<file path="src/rtl/up_down_counter_mod.sv">
// Loadable up/down counter with a programmable modulus (0..MAX_VAL).
// SAT_MODE=0 wraps at the bound, SAT_MODE=1 saturates there.
// tc is a combinational terminal-count flag. ovf/udf are one-cycle
// registered pulses for a step taken from the terminal count.
module up_down_counter_mod #(
  parameter int WIDTH    = 4,
  parameter int MAX_VAL  = 2**WIDTH-1,
  parameter bit SAT_MODE = 1'b0
) (
  input  logic             clk,
  input  logic             rst,
  input  logic             load,
  input  logic             en,
  input  logic             updown,
  input  logic [WIDTH-1:0] data,
  output logic [WIDTH-1:0] count,
  output logic             tc,
  output logic             ovf,
  output logic             udf
);

  localparam logic [WIDTH-1:0] MAX_V   = WIDTH'(MAX_VAL);
  localparam bit               FULL    = (MAX_VAL == (2**WIDTH)-1);

  logic [WIDTH-1:0] load_val;
  logic             at_max;
  logic             at_zero;

  // A full-range modulus cannot be exceeded by any load value, so the
  // clamp comparator only exists for a reduced modulus.
  if (FULL) begin : g_no_clamp
    assign load_val = data;
  end else begin : g_clamp
    assign load_val = (data > MAX_V) ? MAX_V : data;
  end

  assign at_max  = (count == MAX_V);
  assign at_zero = (count == '0);

  // Terminal count follows updown without waiting for a clock edge.
  always_comb begin
    tc = updown ? at_max : at_zero;
  end

  // Count register and boundary pulses; priority is rst > load > en.
  always_ff @(posedge clk) begin
    if (rst) begin
      count <= '0;
      ovf   <= 1'b0;
      udf   <= 1'b0;
    end else if (load) begin
      count <= load_val;
      ovf   <= 1'b0;
      udf   <= 1'b0;
    end else if (en) begin
      ovf <= 1'b0;
      udf <= 1'b0;
      if (updown) begin
        if (at_max) begin
          ovf <= 1'b1;
          if (!SAT_MODE) count <= '0;
        end else begin
          count <= count + WIDTH'(1);
        end
      end else begin
        if (at_zero) begin
          udf <= 1'b1;
          if (!SAT_MODE) count <= MAX_V;
        end else begin
          count <= count - WIDTH'(1);
        end
      end
    end else begin
      ovf <= 1'b0;
      udf <= 1'b0;
    end
  end

endmodule

</file>
<file path="config.mk">
export PLATFORM = sky130hd
export DESIGN_NAME = up_down_counter_mod
export DESIGN_NICKNAME = d
export VERILOG_FILES = /design/src/rtl/up_down_counter_mod.sv
export SDC_FILE = /design/constraint.sdc
export NUM_CORES = 1
export LEC_CHECK = 0
export BUFFER_PORTS_ARGS = -buffer_cell sky130_fd_sc_hd__buf_2
export CORE_AREA = 2 2 39 41
export DETAILED_ROUTE_END_ITERATION = 7
export DIE_AREA = 0 0 41 43
export PLACE_DENSITY = 0.62
export SETUP_SLACK_MARGIN = 0.05
export SYNTH_ARGS = -nofsm -noshare
export SYNTH_HDL_FRONTEND = slang
export SYNTH_SLANG_ARGS = --single-unit
export TNS_END_PERCENT = 5
</file>
<file path="constraint.sdc">
create_clock -name clk -period 1.87 [get_ports clk]
set_clock_uncertainty 0.15 [all_clocks]
set_input_delay 0 -clock clk [delete_from_list [all_inputs] [get_ports clk]]
set_output_delay 0 -clock clk [all_outputs]
set_load 0.01 [all_outputs]
</file>
* Yosys cells after proc, flatten, opt, wreduce, memory -nomap -nowiden
Cells that the tools add are included.
** Cells by class
- Multipliers :: 0
- Magnitude comparators :: 0
- Reductions and logical operators :: 4
- $add $sub $neg :: 2
- Div/mod/pow operators :: 0
- Equal/unequal tests :: 1
- Shift operators :: 0
- Bitwise logic cells :: 2
- Mux-type cells :: 8
** Operator list (number)
- $mux 4 :: 5
- $reduce_or 4->1 :: 2
- $add 4x1->4 const B :: 1
- $eq 4x4->1 const B :: 1
- $logic_not 4->1 :: 1
- $sub 4x1->4 const B :: 1
- $mux 1 :: 3
- $not 1->1 :: 2
- $reduce_bool 2->1 :: 1
** Word-level totals
- Output and inout bits :: 7
- Register bits after elaboration :: 6
- Memories kept :: 0
- Bits in latches :: 0
- Memory bits (read-only) :: 0
- Memory bits (writable) :: 0
- Input port bits :: 9

* Depth between registers and ports, before layout
Gate-level depths: netlist of run 1.
- Word-level depth :: 5
- Depth in mapped cells :: 6

* Least setup slack after synthesis of run 1
OpenSTA, ideal clock, no wires.
- Path kind :: register to register
- Start point :: register count[0]
- End point :: register count[1]
- Arrival time :: 1300 ps
- Stages on the path, launching flop included :: 7
- Slack :: 306 ps
- Period minus slack after synthesis :: 1564 ps
- Cell sequence :: dfxtp_1 inv_1 ha_1 xnor2_1 mux2i_1 o21ai_0 nor2b_1
** On the way
- Cells in the longest elaborated chain, start to end :: 5
** Ends and longest elaborated chain
- start, declared :: line 16 : output logic [WIDTH-1:0] count,
- start signal, assigned :: line 52 : count <= load_val;
- start signal, assigned :: line 63 : count <= count + WIDTH'(1);
- start signal, assigned :: line 70 : count <= count - WIDTH'(1);
- $sub 4x1->4, or another cell as far along :: line 70
- $mux 4 (on tied branches) :: line 66, 59
- $mux 4 * :: line 58 : if (updown) begin
- $mux 4 * :: line 55 : end else if (en) begin
- $mux 4 * :: line 51 : end else if (load) begin
Every way passes the cells marked *; elsewhere a longest branch is shown, timed or not. The select of a mux whose other input is x is not followed.
A chain may end at the register's enable or synchronous reset.

* Final worst setup path of run 1
- Start point :: register count[0]
- End point :: output tc
** On the way
- Cells in the longest elaborated chain, start to end :: 2
** Ends and longest elaborated chain
- $eq 4x4->1 or $logic_not 4->1 (tied branches) :: line 37, 38
- $mux 1 * :: line 42 : tc = updown ? at_max : at_zero;
- end, declared :: line 17 : output logic tc,
Every way passes the cells marked *; elsewhere a longest branch is shown, timed or not.

==> results of run 1 <==
## layout make-up
| type | instances | area, um^2 |
|---|---|---|
| clock buffers | 3 | 22.52 |
| fillers | 148 | 773.2 |
| flip-flops and latches | 6 | 120.1 |
| repair buffers | 24 | 165.2 |
| multi-input cells | 36 | 256.5 |
| inverters | 7 | 26.28 |
| well taps | 16 | 20.02 |
## routing by layer
metal,GRT usage,up-vias
li1,-,228
met1,0.1470,195
met2,0.2281,12
met3,0.04712,4
met4,0.08000,0
met5,0,-
## cells by family (layout without fill, tap and decap cells)
kind of cell / after synthesis / count (layout) / synth area share
adder cells (fa/ha/maj): 2 / 2 / 0.05813
buffers and inverters: 10 / 34 / 0.1250
AND/OR/NAND/NOR: 14 / 14 / 0.1773
XOR/XNOR: 2 / 2 / 0.04071
flip-flops: 6 / 6 / 0.2791
AO/OA/AOI/OAI: 16 / 16 / 0.2732
multiplexers: 2 / 2 / 0.04651
## placed cells by master, fill, tap and decap left out, types with 2 or more instances in the layout
cell | Yosys | routed
o21ai_0 | 2 | 2
dlygate4sd3_1 | 0 | 9
buf_2 | 1 | 15
dfxtp_1 | 6 | 6
mux2i_1 | 2 | 2
nor2_1 | 5 | 5
a31oi_1 | 4 | 4
inv_1 | 7 | 7
ha_1 | 2 | 2
nand2_1 | 4 | 4
a21oi_1 | 4 | 4
clkbuf_4 | 0 | 3
## critical path, stage by stage, from the launching register on
cell,delay [ns]
dfxtp_1,0.47
inv_1,0.12
ha_1,0.24
nor3b_4,0.16
nand2_1,0.10
nand2_1,0.05
buf_2,0.13
## Yosys cell counts
| cell type | number | area, um^2 |
|---|---|---|
| inv_1 | 7 | 26.28 |
| dfxtp_1 | 6 | 120.1 |
| nor2_1 | 5 | 18.77 |
| a21oi_1 | 4 | 20.02 |
| a31oi_1 | 4 | 25.02 |
| nand2_1 | 4 | 15.01 |
| buf_6 | 2 | 22.52 |
| ha_1 | 2 | 25.02 |
| mux2i_1 | 2 | 20.02 |
| o21ai_0 | 2 | 10.01 |
| a21o_1 | 1 | 7.510 |
| a221oi_2 | 1 | 15.01 |
| buf_2 | 1 | 5.000 |
| nand4_1 | 1 | 6.260 |
| nor2b_1 | 1 | 6.260 |
| nor3_1 | 1 | 5.000 |
| nor3b_4 | 1 | 18.77 |
| o21a_1 | 1 | 7.510 |
| o21ba_2 | 1 | 10.01 |
| o221ai_2 | 1 | 15.01 |
| o31ai_1 | 1 | 7.510 |
| or3_1 | 1 | 6.260 |
| xnor2_1 | 1 | 8.760 |
| xor2_1 | 1 | 8.760 |
## registers in the layout, indices dropped and copies added, names as in the netlist
register  flops
count         4
ovf           1
udf           1
## path summary, 6_finish.rpt
kind              startpoint        to
hold reg to reg     count[3]       ovf
hold / removal           rst  count[1]
setup reg to reg    count[0]  count[1]
setup / recovery    count[0]        tc
## power by group
part           switching, mW  internal [mW]
clock                 0.0543         0.0731
sequential            0.0166          0.136
combinational         0.0478         0.0587
total                  0.119          0.268
## stage by stage
stage               total power [mW]    util  worst slack, ns  cells
floorplan                     0.2229       -           0.3062     52
global placement              0.2453  0.3599           0.3089     80
detailed placement            0.2462  0.3599           0.2454     80
CTS                           0.3899  0.4412           0.2059     92
global route                  0.4108  0.4412          0.08310     92
finish                        0.3864  0.4412           0.2002     92
==> reports/qor.txt, run 1 <==
# setup viols final - 0
Post-Synthesis Cells - 52
maximum clock path buffer count - 2
M1 wire length - 406 um
hold path cells - 3
worst-skew pair later-pin latency - 0.25 ns
Final #Nets - 89
vias in the first global route - 397
# DRC - 0
Min-Delay Path Class - input port to flip-flop
CTS clk-pin slew, worst paths - 0.05 ns
input/output buffers - 15
Max Freq - 0.5989 GHz
Root Driver - clkbuf_4
CTS Buf Count - 3
critical path class - flip-flop to output port
area grow syn2layout - 41.86%
total global-route track usage - 0.1403
outcome - complete, no violations
post-route cell area - 610.6 um^2
Final Hold Fails - 0
WL/cell - 10.72 um
num rows - 14
CP Data Arrival Time - 1.52 ns
first-pass GRT wire length - 1628 um
antenna violations before repair - 0
CTS Sinks - 6
H-tree depth - 1
met2 WL - 503 um
vias - 439
worst-margin pin slew - 0.3676 ns
largest net degree at the start of global routing - 11
Boundary Pins - 16
Hold Slack - 0.3674 ns
Detailed Route Iter0 Violations - 8
# Post-CTS Setup Buffers - 0
Die X - 41 um
P per Cell Area - 632.8 nW/um^2
CP max FO - 9
Syn Area/Cell - 8.277 um^2
Slew Limit Fails - 0
maximum vdd drop - 0.0003296 V
Startpoint Class - flip-flop
post-DP HPWL - 710.8 um
antenna viol nets, final - 0
post-CTS sizing - 0
Crit. End Element - output port
FF-to-FF path depth - 6
total die area - 1763 um^2
Seq/Total Area, Yosys - 0.2791
Critical Path RT - 1.72 ns
Initial Util - 0.3110
die height - 43 um
Register-to-Register Setup Slack - 0.20 ns
Fin Setup TNS - 0 ns
synthesized flop and latch total - 6
Detailed Route WL - 986 um
hold_buf cts - 9
DP Area - 498.0 um^2
max cap viols - 0
Core ar. - 1384 um^2
Synth warnings - 0
Slew HR - 0.7546
wire length on met3 - 53 um
Leakage - 0.2989 nW
Final period util - 0.8929
Overflow after GRT - 0
Netlist cell types - 24
Synth Net Count - 63
Pre-antenna DRT Iters - 4
via density per instance - 4.772
CTS tree - done
share of cells above drive strength 1 - 0.2895
antenna fix cells - 0
Mapped Area - 430.4 um^2
RSZ-0062 raised after global routing - no
gp weighted congestion - 0.7778
Max Used Layer - met4
minimum clock period - 1.670 ns
(Power assumes the default switching activity.)
==> run 2: changes to the inputs <==
Settings changed: CELL_PAD_IN_SITES_DETAIL_PLACEMENT set to 0, CELL_PAD_IN_SITES_GLOBAL_PLACEMENT set to 1, GPL_TIMING_DRIVEN set to 0, PLACE_DENSITY 0.62 to 0.8.
Clock period 1.87 ns to 2.15 ns, I/O delays scaled along.
==> run 2 against run 1 <==
Against the previous run: first-iteration DRC count is 130% higher; wire length is 6.3% lower; power is 13% lower; core utilization is 0.63 points higher; non-clock buffer count stayed put; count of clock-buffer cells in the layout stayed put; highest routed layer unchanged.
==> reports/qor.txt, run 2 (synthesis results as in run 1) <==
hold path cells - 3
Comb pwr share - 0.294
H-tree depth - 1
Initial Util - 0.3110
Final Hold Fails - 0
P_int - 0.2363 mW
Top reg by flops - count
CTS tree - done
Reg area - 121.4 um^2
worst-skew pair later-pin latency - 0.25 ns
Leakage - 0.3051 nW
die height - 43 um
CP max FO - 8
Slew Limit Fails - 0
non-filler cells, final - 92
CTS clk-pin slew, worst paths - 0.05 ns
antenna fix cells - 0
commonest non-fill, non-tap cell in the layout - buf_2
Overflow after GRT - 0
vias - 446
CP Data Arrival Time - 1.92 ns
Core ar. - 1384 um^2
Final period util - 0.9018
share of cells above drive strength 1 - 0.3289
vias in the first global route - 393
minimum clock period - 1.939 ns
Startpoint Class - flip-flop
Psw - 0.1008 mW
gp weighted congestion - 0.7105
post-DP HPWL - 684.6 um
filler cell count - 141
sequential share of power - 0.385
# setup viols final - 0
multi-input logic area - 256.5 um^2
RSZ-0062 raised after global routing - no
total die area - 1763 um^2
Detailed Route Iter0 Violations - 18
Detailed Route WL - 924 um
Root Driver - clkbuf_4
total global-route track usage - 0.1311
Max Freq - 0.5158 GHz
max cap viols - 0
input/output buffers - 13
placed cell count - 81
Final #Nets - 89
outcome - complete, no violations
Switching Share - 0.2990
Pre-antenna DRT Iters - 4
Min-Delay Path Class - input port to flip-flop
via density per instance - 4.848
# DRC - 0
max reg flops - 4
WL/cell - 10.04 um
P per Cell Area - 544.2 nW/um^2
CTS Buf Count - 3
Boundary Pins - 16
Fin Setup TNS - 0 ns
antenna violations before repair - 0
area grow syn2layout - 43.90%
largest net degree at the start of global routing - 11
critical path class - flip-flop to flip-flop
FF-to-FF path depth - 6
Critical Path RT - 2.13 ns
Crit. End Element - flip-flop
most frequent cells in the layout - buf_2, dlygate4sd3_1, inv_1
Die X - 41 um
first-pass GRT wire length - 1545 um
antenna viol nets, final - 0
CTS Sinks - 6
clock network power share - 0.321
num rows - 14
Slew HR - 0.8388
maximum vdd drop - 0.0002229 V
maximum clock path buffer count - 2
top flop regs - count: 4 flops, ovf: 1 flops, udf: 1 flops
worst-margin pin slew - 0.2414 ns
## run 2: cell types whose count changed in the layout (fill, tap and decap cells not counted)
cell,delta
dfxtp_2,+1
dfxtp_1,-1
buf_2,-1
inv_2,+1
inv_1,-1
dlygate4sd3_1,-1
buf_6,+2
## run 2: power by group through the flow
| stage | registers [mW] | logic, mW | clock network, mW |
|---|---|---|---|
| after floorplan | 0.132 | 0.0614 | 0 |
| after global routing | 0.131 | 0.112 | 0.117 |
| final | 0.130 | 0.0991 | 0.108 |
| after detailed placement | 0.132 | 0.0874 | 0 |
| after global placement | 0.131 | 0.0868 | 0 |
| after CTS | 0.129 | 0.0997 | 0.111 |
## run 2: cell type report
| class | count | area share |
|---|---|---|
| inverter | 7 | 0.04242 |
| tap | 16 | 0.03232 |
| timing repair buffer | 21 | 0.2343 |
| buffer | 3 | 0.04444 |
| sequential | 6 | 0.1960 |
| multi-input combinational | 36 | 0.4141 |
| clock buffer | 3 | 0.03636 |
## run 2: path summary, 6_finish.rpt
path,startpoint,to,slack [ns]
min reg2reg,count[3],ovf,0.44
min,rst,count[1],0.38
max,count[1],count[0],0.21
max reg2reg,count[1],count[0],0.21
## run 2: what timing repair did
action	CTS	global route
setup endpoints to repair	0	1
buffers inserted	0	0
gates resized for setup	0	2
hold endpoints to repair	6	0
hold buffers	8	0
## run 2: routing by layer
layer | routed length (um) | vias to the layer above | track usage
met4 | 34 | 0 | 0.1000
met1 | 401 | 200 | 0.1592
li1 | - | 228 | -
met3 | 42 | 4 | 0.01571
met2 | 446 | 14 | 0.1969
met5 | 0 | - | 0
## run 2: stage by stage
step	hold slack, ns	power [mW]	area [um^2]	utilization	setup slack [ns]
3_5_place_dp	0.08475	0.2190	515.5	0.3725	0.4592
3_3_place_gp	0.08136	0.2181	515.5	0.3725	0.5122
4_1_cts	0.3739	0.3400	618.1	0.4467	0.06509
5_1_grt	0.3921	0.3605	619.3	0.4476	0.06409
2_1_floorplan	-0.08375	0.1939	430.4	-	0.5862
6_report	0.3762	0.3371	619.3	0.4476	0.2111
## run 2: worst max-delay path: stages (launching register included)
cell	delay [ns]
dfxtp_1	0.45
inv_1	0.07
ha_1	0.20
nor3b_4	0.16
o221ai_2	0.17
a221oi_2	0.07
dlygate4sd3_1	0.55
